`src/rtl/output_port_allocator.sv`:
```
// Output port allocator for one mesh router output.
// Shares the output among four inputs (0 = local, 1..3 = N/E/S/W order), holds
// the port for a whole wormhole packet, gates every grant on a downstream
// credit and rotates round-robin priority once per packet.
//
// state  | meaning
// -------+------------------------------------------------------------
// IDLE   | port free; next head flit is arbitrated round-robin
// LOCKED | a multi-flit packet from 'owner' holds the port until its tail
module output_port_allocator #(
    parameter int NUM_CREDITS = 4,
    parameter int CREDIT_W    = 3
) (
    input  logic                clk,
    input  logic                reset,
    input  logic [3:0]          req,
    input  logic [3:0]          req_tail,
    input  logic                credit_return,
    output logic [3:0]          grant,
    output logic                grant_valid,
    output logic [1:0]          grant_idx,
    output logic                locked,
    output logic [CREDIT_W-1:0] credit_cnt
);

    localparam logic [CREDIT_W-1:0] CREDIT_MAX = CREDIT_W'(NUM_CREDITS);

    typedef enum logic {
        IDLE   = 1'b0,
        LOCKED = 1'b1
    } state_t;

    state_t                state;
    logic [1:0]            owner;
    logic [1:0]            last_ptr;

    logic                  has_credit;
    logic                  rr_found;
    logic [1:0]            rr_idx;
    logic [1:0]            cand;
    logic                  win_valid;
    logic [1:0]            win_idx;
    logic                  win_tail;
    logic                  fire;
    logic [CREDIT_W-1:0]   credit_next;

    // Round-robin search starting just after the previous winner, so the
    // last winner ends up with the lowest priority.
    always_comb begin
        rr_found = 1'b0;
        rr_idx   = 2'd0;
        cand     = 2'd0;
        for (int k = 1; k <= 4; k++) begin
            cand = last_ptr + 2'(k);
            if (!rr_found && req[cand]) begin
                rr_found = 1'b1;
                rr_idx   = cand;
            end
        end
    end

    // Winner selection: open arbitration when idle, owner only when locked.
    // A stalled owner produces a bubble rather than letting others in.
    always_comb begin
        win_valid = 1'b0;
        win_idx   = 2'd0;
        if (state == IDLE) begin
            win_valid = rr_found;
            win_idx   = rr_idx;
        end else begin
            win_valid = req[owner];
            win_idx   = owner;
        end
        win_tail = req_tail[win_idx];
    end

    // Grant outputs: zero-latency from registered state, requests and the
    // registered credit count. A credit returned this cycle cannot be spent
    // this cycle because only the registered count is consulted.
    always_comb begin
        has_credit  = (credit_cnt != '0);
        fire        = win_valid && has_credit && !reset;
        grant_valid = fire;
        grant       = fire ? (4'b0001 << win_idx) : 4'b0000;
        grant_idx   = fire ? win_idx : 2'd0;
    end

    // Credit bookkeeping: spend on fire, refill on return, saturate at the
    // downstream buffer depth. Fire is impossible at zero, so no underflow.
    always_comb begin
        credit_next = credit_cnt;
        unique case ({fire, credit_return})
            2'b10:   credit_next = credit_cnt - 1'b1;
            2'b01:   credit_next = (credit_cnt == CREDIT_MAX) ? credit_cnt
                                                              : credit_cnt + 1'b1;
            default: credit_next = credit_cnt;
        endcase
    end

    // Packet lock FSM with round-robin pointer and credit register.
    always_ff @(posedge clk or posedge reset) begin
        if (reset) begin
            state      <= IDLE;
            owner      <= 2'd0;
            last_ptr   <= 2'b11;
            credit_cnt <= CREDIT_MAX;
        end else begin
            credit_cnt <= credit_next;
            unique case (state)
                IDLE: begin
                    if (fire) begin
                        last_ptr <= win_idx;
                        if (!win_tail) begin
                            state <= LOCKED;
                            owner <= win_idx;
                        end
                    end
                end
                LOCKED: begin
                    if (fire && win_tail) begin
                        state <= IDLE;
                    end
                end
                default: state <= IDLE;
            endcase
        end
    end

    // Reset forces state to IDLE asynchronously, so locked drops with it.
    assign locked = (state == LOCKED);

endmodule

```
`config.mk`:
```
export PLATFORM = sky130hd
export DESIGN_NAME = output_port_allocator
export DESIGN_NICKNAME = d
export VERILOG_FILES = /design/src/rtl/output_port_allocator.sv
export SDC_FILE = /design/constraint.sdc
export NUM_CORES = 1
export LEC_CHECK = 0
export BUFFER_PORTS_ARGS = -buffer_cell sky130_fd_sc_hd__buf_2
export CAP_MARGIN = 25
export CORE_MARGIN = 8
export CORE_UTILIZATION = 44
export DETAILED_ROUTE_END_ITERATION = 16
export GPL_TIMING_DRIVEN = 0
export PLACE_DENSITY = 0.72
export SKIP_LAST_GASP = 1
export SYNTH_ARGS = -nofsm -noshare
export SYNTH_HDL_FRONTEND = slang
export SYNTH_SLANG_ARGS = --single-unit
```
`constraint.sdc`:
```
create_clock -name clk -period 2.5 [get_ports clk]
set_input_delay 0 -clock clk [delete_from_list [all_inputs] [get_ports clk]]
set_output_delay 0 -clock clk [all_outputs]
set_load 0.005 [all_outputs]
```
After elaboration in Yosys (flattened, before gate mapping)
Cells that the tools add are included.
{"block": "totals", "ff_bits": 8, "input_bits": 11, "out_inout_bits": 11}
{"block": "classes", "n_addsub": 5, "n_lt_le_gt_ge": 6, "n_eq_ne": 4, "shifts": 1, "n_mux": 30, "bitwise": 2, "n_reduce_logical": 15}
{"cell": "less-than comparator 2 x 3 -> 1 bit, second input constant", "count": 6}
{"cell": "2-to-1 mux 1 bit", "count": 14}
{"cell": "binary-select mux 1 bit (select 2 bit)", "count": 6}
{"cell": "2-to-1 mux 2 bit", "count": 6}
{"cell": "logical AND 1 bit", "count": 6}
{"cell": "one-hot mux 3 bit (2 select lines)", "count": 1}
{"cell": "adder 2 bit, second input constant", "count": 2}
{"cell": "logical NOT 1 bit", "count": 4}
{"cell": "2-to-1 mux 4 bit", "count": 1}
{"cell": "AND reduction 2 bit", "count": 2}
{"cell": "<< shifter 1 x 2 -> 4 bit, first input constant", "count": 1}
{"cell": "adder 3 x 1 -> 3 bit, second input constant", "count": 1}
{"cell": "equality test 3 bit, second input constant", "count": 1}
{"cell": "2-to-1 mux 3 bit", "count": 1}
{"cell": "AND reduction 3 bit", "count": 1}
{"cell": "nonzero test 3 bit", "count": 1}
{"cell": "subtractor 3 x 1 -> 3 bit, second input constant", "count": 1}
{"cell": "adder 2 x 1 -> 2 bit, second input constant", "count": 1}
{"cell": "equality test 2 x 1 -> 1 bit, second input constant", "count": 1}
{"cell": "equality test 2 bit, second input constant", "count": 1}
{"cell": "!= test 2 bit, second input constant", "count": 1}
{"cell": "inverter 1 bit", "count": 2}
{"cell": "one-hot mux 1 bit (2 select lines)", "count": 1}
{"cell": "nonzero test 2 bit", "count": 1}

Depth between registers and ports, before layout
{"block": "depth", "ltp_word": 19, "mapped_depth": 9}

Least setup slack after synthesis
No wires, ideal clock.
{"block": "synth_timing", "path_kind": "flip-flop to flip-flop", "start": "reg owner[0]", "end": "reg credit_cnt[2]", "arrival_ns": 2.359, "required_time_ns": 2.418, "slack_ns": 0.059, "path_stages_with_launch": 10, "path_buffers": 1, "synth_period_minus_slack_ns": 2.441, "path_cell_list": "dfrtp_1 mux4_1 nand2b_1 o211ai_1 clkbuf_1 nand2_1 fa_1 nor3_1 o21bai_1 a21oi_1"}
{"block": "synth_between", "elab_chain_cells": 8, "elab_cells_between_ends": 11}
{"item": "from (decl)", "line": "34", "rtl": "logic [1:0] owner;"}
{"item": "from (signal assigned)", "line": "115", "rtl": "owner <= win_idx;"}
{"item": "binary-select mux 1 bit (select 2 bit) (*)", "line": "71", "rtl": "win_valid = req[owner];"}
{"item": "2-to-1 mux 1 bit (not written as such) (*)", "line": "71"}
{"item": "2-to-1 mux 1 bit (*)", "line": "67", "rtl": "if (state == IDLE) begin"}
{"item": "logical AND 1 bit (*) (2 in a row)", "line": "82", "rtl": "fire = win_valid && has_credit && !reset;"}
{"item": "equality test 2 x 1 -> 1 bit / equality test 2 bit (equally long branches)", "line": "92", "rtl": "unique case ({fire, credit_return})"}
{"item": "!= test 2 bit (no line) / nonzero test 2 bit (equally long branches)"}
{"item": "AND reduction 2 bit (no line)"}
{"item": "to (signal assigned)", "line": "108", "rtl": "credit_cnt <= credit_next;"}
{"item": "to (decl)", "line": "23", "rtl": "output logic [CREDIT_W-1:0] credit_cnt"}
Every way passes the cells marked *; elsewhere a longest branch is shown, timed or not. The select of a mux whose other input is x is not followed.
A chain may end at the register's enable or synchronous reset.

Worst setup path in the final report
{"block": "layout_timing", "start": "reg last_ptr[1]", "end": "reg owner[0]"}
{"block": "layout_between", "elab_chain_cells": 18, "elab_cells_between_ends": 33}
{"item": "from (decl)", "line": "35", "rtl": "logic [1:0] last_ptr;"}
{"item": "from (signal assigned)", "line": "112", "rtl": "last_ptr <= win_idx;"}
{"item": "adder 2 x 1 -> 2 bit", "line": "54", "rtl": "cand = last_ptr + 2'(k);"}
{"item": "binary-select mux 1 bit (select 2 bit)", "line": "55", "rtl": "if (!rr_found && req[cand]) begin"}
{"item": "2-to-1 mux 1 bit (not written as such)", "line": "55"}
{"item": "2-to-1 mux 1 bit", "line": "55"}
{"item": "logical NOT 1 bit", "line": "55"}
{"item": "logical AND 1 bit", "line": "55"}
{"item": "2-to-1 mux 1 bit", "line": "55"}
{"item": "logical NOT 1 bit", "line": "55"}
{"item": "(+2 left out)"}
{"item": "logical NOT 1 bit", "line": "55"}
{"item": "logical AND 1 bit", "line": "55"}
{"item": "2-to-1 mux 2 bit", "line": "55"}
{"item": "2-to-1 mux 2 bit", "line": "67"}
{"item": "binary-select mux 1 bit (select 2 bit)", "line": "74", "rtl": "win_tail = req_tail[win_idx];"}
{"item": "2-to-1 mux 1 bit (not written as such)", "line": "74"}
{"item": "inverter 1 bit (no line)"}
{"item": "AND reduction 3 bit (no line)"}
Parallel ways exist; a longest one is shown, timed or not. The select of a mux whose other input is x is not followed.

==> flow_summary.toml <==
[logic_synthesis]
synth_cell_types = 40
ys_seq_area_share_pct = 28.40
synth-xor-area-share_pct = 1.220
synthAdderAreaFrac_pct = 2.787
synth_top_cell_area_share_pct = 17.42
synthTopCellsByArea = "dfrtp_1, dfstp_2, nand2b_1, inv_1, nor2_1"
ys_top_cells_by_count = "inv_1, nor2_1, nand2_1"
synth.avg_cell_area_sq_um = 8.758
yosysTopAreaCell = "dfrtp_1"
async_reset_ff_share_pct = 100.0
muxShareOfSynthArea_pct = 12.89
synth_warnings = 0
synth-compound-area-share_pct = 20.56
synthCells = 82
synth_enable_flop_cells = 0
ys_seq_elements = 8
synthesis.area_sq_um = 718.2
synthFlopType = "dfrtp_1"
syn-num-nets = 94
synth_top_family_by_area = "simple AND/OR/NAND/NOR gates"
synth-simple-area-share_pct = 27.87

[drt]
detail_route.wl_per_cell_um = 15.63
vias_per_cell = 5.825
drt-total-wl_um = 1969
drc = 0
drtAntennaViolNets = 0
num_vias = 734
drtPass1Iterations = 4
drt_iter0_drc = 30

[floorplan]
die_area_sq_um = 3181
num_io_pins = 22
die_w_um = 56.40
initial_core_util_pct = 47.13
core-area_sq_um = 1524
rows = 14
die_y_um = 56.40

[pwr]
power.leakage_nw = 0.4524
peakVddDrop_uv = 557.0
p_per_area_nw_per_um2 = 1128

[cells_and_area]
stdcell_count = 126
final_core_util_pct = 61.41
syn_to_final_growth_pct = 30.31
diodes = 0
drive_above_1_share_pct = 40.91
design_area_sq_um = 935.9
layout.nets = 123

[global_route]
grt_usage_pct = 12.42
grt_max_degree = 10
gr-total-overflow = 0
grt_pass1_wl_um = 3229
antenna_found_initial = 0
grt_pass1_vias = 680

[worst_setup_path]
critical_path.reg2reg.startpoint = "last_ptr[1]$_DFFE_PP1P_"
r2r_slack_ns = 0.004
endpoint_kind = "flop"
path_class = "flop to flop"
worstPathRequired_ns = 2.64
reg2regPathDepth = 6
cp.arrival_ns = 2.63
r2r-end = "owner[0]$_DFFE_PP0P_"
worstPathMaxFanout = 7
critPathLaunchType = "flop"

[placed_design]
hpwl_um = 1356
place_area_sq_um = 838.3
place_ws_ns = -0.1869
routabilityCongestion = 0.8210
io_buffers = 20
dp.cells = 118

[worst_hold_path]
hold_class = "input pin to asynchronous set/reset pin"

[sta]
clock_skew_ns = 0.01483
rsz0062_at_grt = "true"
tightest_slew_ns = 0.4749
slew_headroom_pct = 68.12
fin_ws_ns = 0.003927
finalHoldViolCount = 0
max_freq_mhz = 400.6
fin_setup_tns_ns = 0
fin_crit_ns = 2.496
finalSetupViolations = 0
fin_crit_sh_pct = 99.84
final_max_slew_viol_count = 0

[clock_tree]
clkLatencyLatePin_ns = 0.27
cts_htree_levels = 1
cts.sinks = 8
clockBufferDepth = 2
cts_root_buffer = "clkbuf_4"
cts_tree = "yes"
clk_pin_slew_ns = 0.06
numCtsBuffers = 3

[status]
status = "completed"

[run]
cap_violations = 0
-- power breakdown --
| group | switching [mW] | internal, mW |
|---|---|---|
| registers | 0.0900 | 0.214 |
| clock network | 0.0501 | 0.0614 |
| logic | 0.313 | 0.327 |
-- critical path: stages, from the launching register on --
cell and delay, ns:
dfstp_2 0.39, a21bo_1 0.18, a2111o_1 0.45, o311ai_4 0.11, mux4_2 0.60, nor3b_4 0.31
mux2_4 0.33
-- how the worst max path moves through the flow --
stage / startpoint / endpoint / slack, ns / cells after the start
after global routing: last_ptr[1]$_DFFE_PP1P_ / owner[1]$_DFFE_PP0P_ / -0.06 / 6
after detailed placement: owner[0]$_DFFE_PP0P_ / credit_cnt[2]$_DFFE_PP1P_ / -0.19 / 9
after floorplan: owner[0]$_DFFE_PP0P_ / credit_cnt[2]$_DFFE_PP1P_ / 0.06 / 9
after global placement: owner[0]$_DFFE_PP0P_ / credit_cnt[2]$_DFFE_PP1P_ / -0.12 / 9
final: last_ptr[1]$_DFFE_PP1P_ / owner[0]$_DFFE_PP0P_ / 0.004 / 6
after CTS: last_ptr[1]$_DFFE_PP1P_ / owner[0]$_DFFE_PP0P_ / 0.002 / 6
-- placed cells by master, fill, tap and decap left out, types with 2 or more instances in the layout --
| cell type | n |
|---|---|
| a21oi_1 | 2 |
| and3_1 | 2 |
| buf_2 | 20 |
| buf_4 | 4 |
| clkbuf_1 | 2 |
| clkbuf_4 | 4 |
| dfrtp_1 | 5 |
| dfstp_2 | 3 |
| inv_1 | 8 |
| mux2_4 | 2 |
| mux4_2 | 2 |
| nand2_1 | 6 |
| nand2b_1 | 5 |
| nor2_1 | 8 |
| nor3_1 | 2 |
| nor3b_1 | 3 |
| o21ai_0 | 5 |
| or2_2 | 2 |
-- layout make-up --
class	count	area, sq um
Multi-Input combinational cell	63	504.2
Sequential cell	8	203.9
Buffer	3	18.77
Inverter	8	30.03
Fill cell	136	588.1
Tap cell	16	20.02
Timing Repair Buffer	24	132.6
Clock buffer	4	26.28
-- per-stage QoR --
| step | hold WS [ns] | power (mW) |
|---|---|---|
| final | 0.2281 | 1.056 |
| after global routing | 0.2299 | 1.143 |
| after CTS | 0.2241 | 0.9907 |
| after detailed placement | -0.02457 | 0.8242 |
| after global placement | -0.03456 | 0.8059 |
| after floorplan | -0.1865 | 0.6630 |
-- metal layers --
layer | vias to the layer above | wire, um | track usage [%] | share of wire [%]
li1 | 348 | - | - | -
met1 | 365 | 829 | 13.43 | 42
met5 | - | 0 | 0 | 0
met3 | 2 | 90 | 5.169 | 4.6
met2 | 19 | 1043 | 22.19 | 53
met4 | 0 | 6 | 2.062 | 0.30
-- timing repair --
item / in CTS / in global routing
setup buffers: 2 / 1
hold endpoints to repair: 8 / 0
setup endpoints to repair: 4 / 3
gates cloned: 0 / 0
hold buffers: 1 / 0
resized for setup: 4 / 6
pin swaps: 2 / 5
-- cell families (layout without fill, tap and decap cells) --
kind of cell    after synthesis  after routing
buf+inv                      11             39
compound gates               19             19
mux                           6              6
xor+xnor                      1              1
flops                         8              8
simple gates                 36             36
fa+ha+maj                     1              1
Power figures use the tool's default switching activity.
